**src/rtl/binary_mul_dot_acc.sv**
```systemverilog
// Dot-product accumulator behind a pipelined signed multiplier, with a 2-entry result FIFO.
// Define ACC_SAT_EN to make every add saturate and report a sticky per-vector out_sat flag.
module binary_mul_dot_acc #(
    parameter int P_W     = 25,
    parameter int LATENCY = 14,
    parameter int ACC_W   = 32,
    parameter int LEN     = 16
) (
    input  logic                    clk,
    input  logic                    rst_n,
    input  logic                    en,
    input  logic                    in_valid,
    input  logic                    in_last,
    output logic                    in_ready,
    input  logic signed [P_W-1:0]   P,
    output logic                    out_valid,
    input  logic                    out_ready,
    output logic signed [ACC_W-1:0] out_data,
    output logic                    out_trunc,
    output logic                    out_sat
);

    localparam int CNT_W = $clog2(LEN + 1);
    localparam logic [CNT_W-1:0] LAST_TERM = CNT_W'(LEN - 1);
    localparam logic [CNT_W-1:0] CNT_ONE   = CNT_W'(1'b1);
    localparam logic [CNT_W-1:0] CNT_ZERO  = {CNT_W{1'b0}};
    localparam logic [0:0] ST_IDLE  = 1'b0;
    localparam logic [0:0] ST_ACCUM = 1'b1;

`ifdef ACC_SAT_EN
    // Returns {overflow, clamped_sum}.
    function automatic logic [ACC_W:0] sat_add(input logic signed [ACC_W-1:0] a,
                                               input logic signed [ACC_W-1:0] b);
        logic signed [ACC_W:0] wide;
        wide = {a[ACC_W-1], a} + {b[ACC_W-1], b};
        if (wide[ACC_W] != wide[ACC_W-1]) begin
            sat_add = {1'b1, wide[ACC_W], {(ACC_W-1){~wide[ACC_W]}}};
        end else begin
            sat_add = {1'b0, wide[ACC_W-1:0]};
        end
    endfunction

    logic sat_r;
    logic sat_hit_s;
`endif

    // Stage 0 is captured with the multiplier operands; stage LATENCY lines up with P.
    logic [LATENCY:0]        pipe_v_r;
    logic [LATENCY:0]        pipe_last_r;
    logic [CNT_W-1:0]        in_cnt_r;
    logic [CNT_W-1:0]        cnt_r;
    logic [0:0]              state_r;
    logic signed [ACC_W-1:0] acc_r;
    logic [1:0]              inflight_r;
    logic [1:0]              occ_r;
    logic [1:0]              inflight_nxt_s;
    logic [1:0]              occ_nxt_s;
    logic                    in_ready_r;
    logic                    out_valid_r;
    logic signed [ACC_W-1:0] fifo_data_r [2];
    logic [1:0]              fifo_trunc_r;
    logic [1:0]              fifo_sat_r;
    logic                    wr_ptr_r;
    logic                    rd_ptr_r;

    logic                    accept_s;
    logic                    close_in_s;
    logic                    arrive_s;
    logic                    close_out_s;
    logic                    push_s;
    logic                    pop_s;
    logic                    vec_sat_s;
    logic signed [ACC_W-1:0] p_ext_s;
    logic signed [ACC_W-1:0] base_s;
    logic signed [ACC_W-1:0] sum_s;

    assign accept_s    = en && in_valid && in_ready_r;
    assign close_in_s  = in_last || (in_cnt_r == LAST_TERM);
    assign arrive_s    = en && pipe_v_r[LATENCY];
    assign close_out_s = pipe_last_r[LATENCY] || (cnt_r == LAST_TERM);
    assign push_s      = arrive_s && close_out_s;
    assign pop_s       = out_valid_r && out_ready;
    assign p_ext_s     = ACC_W'(P);

    assign in_ready  = in_ready_r;
    assign out_valid = out_valid_r;
    assign out_data  = fifo_data_r[rd_ptr_r];
    assign out_trunc = fifo_trunc_r[rd_ptr_r];
    assign out_sat   = fifo_sat_r[rd_ptr_r];

    // Running sum for the arriving product; IDLE starts a fresh vector from zero.
    always_comb begin
        if (state_r == ST_IDLE) begin
            base_s = {ACC_W{1'b0}};
        end else begin
            base_s = acc_r;
        end
`ifdef ACC_SAT_EN
        {sat_hit_s, sum_s} = sat_add(base_s, p_ext_s);
        vec_sat_s = sat_r || sat_hit_s;
`else
        sum_s     = base_s + p_ext_s;
        vec_sat_s = 1'b0;
`endif
    end

    // Next values of close credits in flight and FIFO occupancy.
    always_comb begin
        inflight_nxt_s = inflight_r;
        occ_nxt_s      = occ_r;
        if ((accept_s && close_in_s) && !push_s) begin
            inflight_nxt_s = inflight_r + 2'd1;
        end else if (!(accept_s && close_in_s) && push_s) begin
            inflight_nxt_s = inflight_r - 2'd1;
        end else begin
            inflight_nxt_s = inflight_r;
        end
        if (push_s && !pop_s) begin
            occ_nxt_s = occ_r + 2'd1;
        end else if (!push_s && pop_s) begin
            occ_nxt_s = occ_r - 2'd1;
        end else begin
            occ_nxt_s = occ_r;
        end
    end

    // Valid/last shift pipe, frozen while en is low.
    always_ff @(posedge clk or negedge rst_n) begin
        if (!rst_n) begin
            pipe_v_r    <= {(LATENCY+1){1'b0}};
            pipe_last_r <= {(LATENCY+1){1'b0}};
        end else if (en) begin
            pipe_v_r    <= {pipe_v_r[LATENCY-1:0], accept_s};
            pipe_last_r <= {pipe_last_r[LATENCY-1:0], in_last && accept_s};
        end
    end

    // Term counter on the acceptance side, used to reserve a credit for forced closes.
    always_ff @(posedge clk or negedge rst_n) begin
        if (!rst_n) begin
            in_cnt_r <= CNT_ZERO;
        end else if (accept_s) begin
            in_cnt_r <= close_in_s ? CNT_ZERO : in_cnt_r + CNT_ONE;
        end
    end

    // Accumulator FSM driven by product arrivals.
    always_ff @(posedge clk or negedge rst_n) begin
        if (!rst_n) begin
            state_r <= ST_IDLE;
            acc_r   <= {ACC_W{1'b0}};
            cnt_r   <= CNT_ZERO;
        end else if (arrive_s) begin
            if (close_out_s) begin
                state_r <= ST_IDLE;
                acc_r   <= {ACC_W{1'b0}};
                cnt_r   <= CNT_ZERO;
            end else begin
                state_r <= ST_ACCUM;
                acc_r   <= sum_s;
                cnt_r   <= cnt_r + CNT_ONE;
            end
        end
    end

`ifdef ACC_SAT_EN
    // Sticky saturation flag for the vector being accumulated.
    always_ff @(posedge clk or negedge rst_n) begin
        if (!rst_n) begin
            sat_r <= 1'b0;
        end else if (arrive_s) begin
            sat_r <= close_out_s ? 1'b0 : vec_sat_s;
        end
    end
`endif

    // Two-entry result FIFO storage and pointers.
    always_ff @(posedge clk or negedge rst_n) begin
        if (!rst_n) begin
            fifo_data_r[0] <= {ACC_W{1'b0}};
            fifo_data_r[1] <= {ACC_W{1'b0}};
            fifo_trunc_r   <= 2'b00;
            fifo_sat_r     <= 2'b00;
            wr_ptr_r       <= 1'b0;
            rd_ptr_r       <= 1'b0;
        end else begin
            if (push_s) begin
                fifo_data_r[wr_ptr_r]  <= sum_s;
                fifo_trunc_r[wr_ptr_r] <= !pipe_last_r[LATENCY];
                fifo_sat_r[wr_ptr_r]   <= vec_sat_s;
                wr_ptr_r               <= ~wr_ptr_r;
            end
            if (pop_s) begin
                rd_ptr_r <= ~rd_ptr_r;
            end
        end
    end

    // Credit counters and the registered handshake flags derived from them.
    always_ff @(posedge clk or negedge rst_n) begin
        if (!rst_n) begin
            inflight_r  <= 2'd0;
            occ_r       <= 2'd0;
            in_ready_r  <= 1'b1;
            out_valid_r <= 1'b0;
        end else begin
            inflight_r  <= inflight_nxt_s;
            occ_r       <= occ_nxt_s;
            in_ready_r  <= ({1'b0, inflight_nxt_s} + {1'b0, occ_nxt_s}) < 3'd2;
            out_valid_r <= (occ_nxt_s != 2'd0);
        end
    end

endmodule

```
**config.mk**
```make
export PLATFORM = sky130hd
export DESIGN_NAME = binary_mul_dot_acc
export DESIGN_NICKNAME = d
export VERILOG_FILES = /design/src/rtl/binary_mul_dot_acc.sv
export SDC_FILE = /design/constraint.sdc
export NUM_CORES = 1
export LEC_CHECK = 0
export CORE_AREA = 10 10 128 130
export CTS_BUF_LIST = sky130_fd_sc_hd__clkbuf_2
export DETAILED_ROUTE_END_ITERATION = 10
export DIE_AREA = 0 0 138 140
export HOLD_SLACK_MARGIN = 0.15
export PLACE_DENSITY = 0.81
export SYNTH_ARGS = -nofsm -noshare
export SYNTH_HDL_FRONTEND = slang
export SYNTH_SLANG_ARGS = --single-unit
```
**constraint.sdc**
```tcl
create_clock -name clk -period 8.95 [get_ports clk]
set_clock_uncertainty 0.05 [all_clocks]
set_input_delay 0.895 -clock clk [delete_from_list [all_inputs] [get_ports clk]]
set_output_delay 0.895 -clock clk [all_outputs]
set_load 0.05 [all_outputs]
```
==> results of run 1 <==
## logic make-up (layout without fill, tap and decap cells)
family,Yosys count,count (layout)
fa+ha+maj,37,37
flops,149,149
mux,69,69
xor+xnor,31,31
simple gates,271,271
compound gates,224,224
buf+inv,56,116
## critical path, stage by stage (launching register included)
cell and delay, ns:
dfrtp_1 0.92, buf_4 0.41, mux2_2 0.40, clkdlybuf4s50_1 0.72
## path summary, 6_finish.rpt
| path | startpoint | endpoint | cells after the start |
|---|---|---|---|
| max in group asynchronous | rst_n | pipe_v_r[2]$_DFFE_PN0P_ | 3 |
| min in group asynchronous | rst_n | acc_r[14]$_DFFE_PN0P_ | 2 |
| worst min register to register | inflight_r[1]$_DFF_PN0_ | inflight_r[1]$_DFF_PN0_ | 1 |
| worst max register to register | state_r$_DFFE_PN0P_ | fifo_data_r[21]$_DFFE_PN0P_ | 9 |
| worst min-delay path | inflight_r[1]$_DFF_PN0_ | inflight_r[1]$_DFF_PN0_ | 1 |
| worst max-delay path | rd_ptr_r$_DFFE_PN0P_ | out_data[0] | 3 |
## sequential cells by signal, summed over array words and instances (netlist names)
name / flops
cnt_r: 5
rd_ptr_r: 1
out_valid: 1
fifo_trunc_r: 2
in_ready: 1
state_r: 1
pipe_last_r: 15
in_cnt_r: 5
pipe_v_r: 15
wr_ptr_r: 1
inflight_r: 2
fifo_data_r: 64
fifo_sat_r: 2
occ_r: 2
acc_r: 32
## layer usage
layer | wire, um | up-vias
li1 | - | 3072
met1 | 8126 | 2996
met2 | 8074 | 154
met3 | 813 | 31
met4 | 325 | 0
met5 | 0 | -
## metrics by stage
step	instances	util (%)	worst slack [ns]	total power [W]	hold slack, ns
floorplan	837	-	5.805	0.002432	0.3859
global placement	1044	64.32	4.887	0.002846	0.4009
detailed placement	1044	64.32	4.825	0.002898	0.4002
CTS	1077	66.37	4.674	0.003325	0.4307
global route	1077	66.37	4.568	0.003581	0.4584
finish	1077	66.37	4.799	0.003307	0.4256
## final cells by class
| cell class | instances | area, um^2 |
|---|---|---|
| inverters | 12 | 45.04 |
| clock inverters | 15 | 187.7 |
| well taps | 180 | 225.2 |
| flip-flops and latches | 149 | 3730 |
| clock buffers | 17 | 85.08 |
| repair buffers | 72 | 709.4 |
| fillers | 1138 | 4632 |
| multi-input cells | 632 | 4159 |
## power groups by stage
stage | registers (W) | logic [W] | clock network [W]
finish | 0.00110 | 0.00178 | 0.000423
global route | 0.00114 | 0.00198 | 0.000460
floorplan | 0.00106 | 0.00137 | 0
detailed placement | 0.00112 | 0.00178 | 0
global placement | 0.00111 | 0.00174 | 0
CTS | 0.00111 | 0.00179 | 0.000432
## cell usage after synthesis (3+ instances only)
| master | count |
|---|---|
| a41oi_1 | 5 |
| nor2_1 | 26 |
| or2_2 | 3 |
| buf_1 | 6 |
| xor2_1 | 16 |
| a22oi_1 | 3 |
| o211ai_1 | 6 |
| mux2i_1 | 5 |
| o21bai_1 | 5 |
| a21o_1 | 7 |
| inv_1 | 12 |
| or3_1 | 7 |
| o311ai_1 | 3 |
| o21ai_1 | 5 |
| mux2_2 | 64 |
| a211oi_1 | 4 |
| o21ai_0 | 104 |
| ha_1 | 35 |
| xnor2_1 | 14 |
| dfrtp_1 | 148 |
| nand2b_1 | 7 |
| clkbuf_1 | 35 |
| o21a_1 | 8 |
| and3_1 | 7 |
| and2_1 | 40 |
| o22ai_1 | 5 |
| a22o_1 | 7 |
| nand2_1 | 141 |
| nand3_1 | 11 |
| a21oi_1 | 37 |
| nor3_1 | 10 |
| nand4_1 | 12 |
| o31ai_1 | 6 |
==> impl_summary.txt, run 1 <==
----------------------------------------------------
[Yosys]
  Top_reg_cell synth ... dfrtp_1
  Synthesized net count ... 905
  Library cell with the largest summed area after synthesis ... dfrtp_1
  Post-synth ARST share ... 100.0%
  Share of Yosys cell area claimed by the top area cell type ... 45.69%
  Number of enable flip-flop cells after synthesis ... 0
  Post-synthesis share of cell area spent on and, or, nand and nor gates ... 15.53%
  Synthesized instance count ... 837
  Yosys warning count ... 0
  Arithmetic-cell share of the synthesized area counting full adders, half adders and majority gates ... 5.897%
  Largest family of logic cells by synthesized area ... compound AO/OA/AOI/OAI gates
  Top cells by area in the synthesized netlist ... dfrtp_1, mux2_2, nand2_1, o21ai_0, ha_1
  Cell area after synthesis ... 0.008105 mm^2
  Yosys cell types ... 57
  Number of flip-flops and latches in the synthesized netlist ... 149
  Average instance area after synthesis ... 9.684 um^2
  Xor/xnor share of the synthesized area ... 3.442%
  Mux cell area share after synthesis ... 9.509%
  Share of the yosys chip area belonging to registers ... 46.02%
  Synthesized-area fraction occupied by ao, oa, aoi and oai cells ... 16.89%

[Place]
  Placed wire-length estimate ... 11.96 mm
  IO Port Bufs ... 66
  Post-placement cell area ... 0.008859 mm^2
  Routability-driven placement congestion ratio ... 0.9330

[Clock network]
  Clock transition at path regs ... 0.23 ns
  Cts bufs inserted ... 17
  Insertion delay of the later-clocked pin in the worst-skew pair ... 0.76 ns
  Worst-case clock buffer depth ... 2
  Deepest level of the CTS H-tree ... 4
  CTS root buf ... clkbuf_2
  TritonCTS clock tree ... done
  Post-cts resize count ... 0
  Setup bufs post-CTS ... 0
  Number of hold buffers added after CTS ... 1
  Sinks on the clock net ... 149

[Global route]
  Via count of the first global-routing pass ... 6,161
  Antenna violations before repair ... 0
  Maximum number of pins on one net before global-route repair ... 95
  GRT Overall Usage ... 18.24%
  Met1 usage ... 23.69%
  Gr ovfl total ... 0
  Layer with the highest usage ... met2
  Met3 track demand over resource ... 4.530%
  Met2 global-route usage ... 28.87%
  Wire length of the first global-routing pass ... 29.94 mm

[STA]
  Number of failing setup endpoints in the final timing report ... 0
  Upper clock frequency limit ... 0.2409 GHz
  Share of the clock period used by the worst path after layout ... 46.38%
  Total count of hold-check failures in the final report ... 0
  Final Max Tran Viols ... 0
  Rel. slew slack ... 25.21%
  Setup repair after global routing missed its margin ... false
  Accumulated negative setup slack ... 0 ns
  Worst Tran Pin Value ... 1.119 ns
  Crit path time final ... 4.151 ns

[Power and ir drop]
  Internal power ... 0.001783 W
  Total net switching power ... 0.001525 W
  Clock power frac ... 12.8%
  Share of total power in combinational logic ... 53.8%
  Switching power as a share of total power ... 46.10%
  LEAKAGE ... 4.174 nW
  Power per Cell Area ... 361.8 mW/mm^2
  Peak supply drop ... 216.2 uV
  Proportion of power drawn by flip-flops and latches ... 33.4%

[Finish]
  Layout net count ... 952
  Ratio of cells with drive above 1 in the final layout ... 12.71%
  Ant. Diodes ... 0
  Area growth from synthesis to final layout ... 12.78%
  Final Cell Area ... 0.009141 mm^2
  Most frequent cells in the layout ... dfrtp_1, nand2_1, o21ai_0
  Most common cell after layout, fill and taps aside ... dfrtp_1

[Floorplanning]
  Die Outline Area ... 0.01932 mm^2
  Initial Utilization ... 58.85%
  Die outline height ... 140 um
  Row count ... 43
  Chip Width ... 138 um
  Core Area ... 0.01377 mm^2
  Number of top-level design ports ... 67

[Detailed routing]
  Count of vias placed by the detailed router ... 6,253
  WL final ... 17.34 mm
  DR pass1 iterations ... 7
  Detail-routed via count per cell ... 5.806
  DRC violation count after routing ... 0
  Routed WL per cell ... 16.10 um
  Count of nets left with antenna violations after detail routing ... 0
  Iter 0 DRT Violations ... 326

[Worst setup path]
  Crit end category ... output pin
  Class of the most critical setup path ... flop to output pin
  Crit path DAT ... 3.21 ns
  Startpoint type of the worst setup path ... flop
  Minimum setup slack among reg-to-reg paths ... 5.02 ns
  Maximum fanout along the worst path ... 18
  Required time of the critical path ... 8.01 ns

[Run]
  Count of max-cap constraint violations ... 0

[Outcome]
  Run status ... finished clean

[Hold path]
  Worst min path class ... flop to flop

----------------------------------------------------
Power figures use the tool's default switching activity.
==> run 2: changes to the inputs <==
==> config.mk (replaced) <==
export PLATFORM = sky130hd
export DESIGN_NAME = binary_mul_dot_acc
export DESIGN_NICKNAME = d
export VERILOG_FILES = /design/src/rtl/binary_mul_dot_acc.sv
export SDC_FILE = /design/constraint.sdc
export NUM_CORES = 1
export LEC_CHECK = 0
export CORE_AREA = 10 10 133 135
export CTS_BUF_LIST = sky130_fd_sc_hd__clkbuf_2
export DETAILED_ROUTE_END_ITERATION = 10
export DIE_AREA = 0 0 143 145
export HOLD_SLACK_MARGIN = 0.15
export PLACE_DENSITY = 0.78
export SYNTH_ARGS = -nofsm -noshare
export SYNTH_HDL_FRONTEND = slang
export SYNTH_SLANG_ARGS = --single-unit
==> constraint.sdc (replaced) <==
create_clock -name clk -period 3.8 [get_ports clk]
set_clock_uncertainty 0.05 [all_clocks]
set_input_delay 0.38 -clock clk [delete_from_list [all_inputs] [get_ports clk]]
set_output_delay 0.38 -clock clk [all_outputs]
set_load 0.05 [all_outputs]
==> impl_summary.txt, run 2 (synthesis results as in run 1) <==
----------------------------------------------------
[Finish]
  Max reg flops ... 64 (unchanged)
  Final Cell Area ... 0.009129 mm^2 (was 0.009141 mm^2)
  Combined area of the multi-input logic cells ... 0.004159 mm^2 (unchanged)
  Utilization after layout ... 60.72% (was 66.37%)
  Layout net count ... 960 (was 952)
  Area growth from synthesis to final layout ... 12.63% (was 12.78%)
  Biggest register ... fifo_data_r (unchanged)
  Most common cell after layout, fill and taps aside ... dfrtp_1 (unchanged)
  Ratio of cells with drive above 1 in the final layout ... 13.15% (was 12.71%)
  Most frequent cells in the layout ... dfrtp_1, nand2_1, o21ai_0 (unchanged)
  Layout filler cell count ... 1,294 (was 1,138)
  Ant. Diodes ... 0 (unchanged)
  FF+latch area ... 0.003730 mm^2 (unchanged)
  Registers with the most flip-flops ... fifo_data_r x64, acc_r x32 (unchanged)

[Hold path]
  Hold worst-path end ... pipe_last_r[0]$_DFFE_PN0P_ (was inflight_r[1]$_DFF_PN0_)
  Worst min path class ... input pin to flop (was flop to flop)
  Cells on Worst Hold Path ... 2 (was 1)
  Hold path start ... in_last (was inflight_r[1]$_DFF_PN0_)

[Detailed routing]
  Count of nets left with antenna violations after detail routing ... 0 (unchanged)
  DRC violation count after routing ... 0 (unchanged)
  Count of vias placed by the detailed router ... 6,262 (was 6,253)
  Iter 0 DRT Violations ... 430 (was 326)
  Routed WL per cell ... 16.27 um (was 16.10 um)
  WL final ... 17.79 mm (was 17.34 mm)
  DR pass1 iterations ... 5 (was 7)
  Detail-routed via count per cell ... 5.729 (was 5.806)

[STA]
  Worst Tran Pin Value ... 0.9877 ns (was 1.119 ns)
  Rel. slew slack ... 34.15% (was 25.21%)
  Hold Worst Slack ... 0.2461 ns (was 0.4256 ns)
  Setup repair after global routing missed its margin ... false (unchanged)
  Number of failing setup endpoints in the final timing report ... 0 (unchanged)
  Upper clock frequency limit ... 0.3019 GHz
  Final Max Tran Viols ... 0 (unchanged)
  Final critical-path setup slack ... 0.4872 ns (was 4.799 ns)
  Crit path time final ... 3.313 ns
  Total count of hold-check failures in the final report ... 0 (unchanged)
  Share of the clock period used by the worst path after layout ... 87.18%
  Accumulated negative setup slack ... 0 ns (unchanged)

[Worst setup path]
  Crit end category ... output pin (unchanged)
  RR Endpoint ... fifo_data_r[50]$_DFFE_PN0P_ (was fifo_data_r[21]$_DFFE_PN0P_)
  Maximum fanout along the worst path ... 24 (was 18)
  Class of the most critical setup path ... flop to output pin (unchanged)
  Minimum setup slack among reg-to-reg paths ... 0.55 ns (was 5.02 ns)
  Required time of the critical path ... 3.37 ns (was 8.01 ns)
  Register-to-Register Path Depth ... 10 (was 9)
  Crit Reg-Reg Startpoint ... state_r$_DFFE_PN0P_ (unchanged)
  Startpoint type of the worst setup path ... flop (unchanged)
  Crit path DAT ... 2.88 ns (was 3.21 ns)

[Global route]
  Antenna violations before repair ... 0 (unchanged)
  Maximum number of pins on one net before global-route repair ... 110 (was 95)
  Via count of the first global-routing pass ... 6,173 (was 6,161)
  Gr ovfl total ... 0 (unchanged)
  Wire length of the first global-routing pass ... 30.05 mm (was 29.94 mm)
  GRT Overall Usage ... 17.46% (was 18.24%)

[Clock network]
  TritonCTS clock tree ... done (unchanged)
  Sinks on the clock net ... 149 (unchanged)
  Deepest level of the CTS H-tree ... 4 (unchanged)
  Worst-case clock buffer depth ... 2 (unchanged)
  Cts bufs inserted ... 17 (unchanged)
  CTS root buf ... clkbuf_2 (unchanged)
  Clock transition at path regs ... 0.20 ns (was 0.23 ns)
  Post-cts resize count ... 0 (unchanged)
  Number of hold buffers added after CTS ... 1 (unchanged)
  Insertion delay of the later-clocked pin in the worst-skew pair ... 0.74 ns (was 0.76 ns)
  Setup bufs post-CTS ... 0 (unchanged)

[Floorplanning]
  Chip Width ... 143 um (was 138 um)
  Initial Utilization ... 53.92% (was 58.85%)
  Die outline height ... 145 um (was 140 um)
  Die Outline Area ... 0.02074 mm^2 (was 0.01932 mm^2)
  Core Area ... 0.01503 mm^2 (was 0.01377 mm^2)
  Number of top-level design ports ... 67 (unchanged)
  Row count ... 45 (was 43)

[Place]
  IO Port Bufs ... 66 (unchanged)
  Placed wire-length estimate ... 12.73 mm (was 11.96 mm)
  Post-placement cell area ... 0.008941 mm^2 (was 0.008859 mm^2)
  Routability-driven placement congestion ratio ... 0.9112 (was 0.9330)
  Worst slack, placed ... 0.4079 ns (was 4.825 ns)

[Power and ir drop]
  Peak supply drop ... 526.7 uV (was 216.2 uV)
  LEAKAGE ... 4.175 nW (was 4.174 nW)
  Power per Cell Area ... 830.9 mW/mm^2 (was 361.8 mW/mm^2)

[Run]
  Count of max-cap constraint violations ... 0 (unchanged)

[Outcome]
  Run status ... finished clean (unchanged)

----------------------------------------------------
run 2: worst max path at each step:
stage                                        endpoint                 start  slack, ns  depth (start not counted)
final                                    out_data[28]  rd_ptr_r$_DFFE_PN0P_       0.49                          3
after global routing            acc_r[29]$_DFFE_PN0P_   state_r$_DFFE_PN0P_       0.33                         10
after CTS                                out_data[29]  rd_ptr_r$_DFFE_PN0P_       0.43                          3
after detailed placement  fifo_data_r[50]$_DFFE_PN0P_                  P[0]       0.41                         10
after global placement          acc_r[18]$_DFFE_PN0P_                  P[0]       0.42                         10
after floorplan           fifo_data_r[60]$_DFFE_PN0P_   state_r$_DFFE_PN0P_       0.86                         11
run 2: through the flow:
stage               power [W]  cells
finish               0.007585   1093
CTS                  0.007616   1093
global placement     0.006772   1060
global route         0.008238   1093
detailed placement   0.006868   1060
floorplan            0.005729    837
run 2: layer usage:
| layer | vias to the layer above | track usage, % | wire length [um] |
|---|---|---|---|
| met2 | 150 | 27.63 | 8353 |
| met4 | 0 | 6.244 | 296 |
| met3 | 25 | 4.074 | 953 |
| met5 | - | 0 | 0 |
| met1 | 2999 | 22.76 | 8184 |
| li1 | 3088 | - | - |
run 2: power by group:
part           switching, W  internal [W]
combinational       0.00260       0.00170
sequential         0.000347       0.00220
clock              0.000575      0.000168
run 2: critical path: stages, from the launching register on:
cell	delay [ns]
dfrtp_1	0.78
buf_12	0.27
mux2_2	0.38
clkdlybuf4s50_1	0.72
run 2: layout make-up:
| cell class | instances | share of cell area (%) |
|---|---|---|
| Multi-Input combinational cell | 632 | 45.56 |
| Sequential cell | 149 | 40.86 |
| Timing Repair Buffer | 80 | 8.566 |
| Tap cell | 188 | 2.577 |
| Clock buffer | 18 | 0.9868 |
| Clock inverter | 14 | 0.9594 |
| Inverter | 12 | 0.4934 |
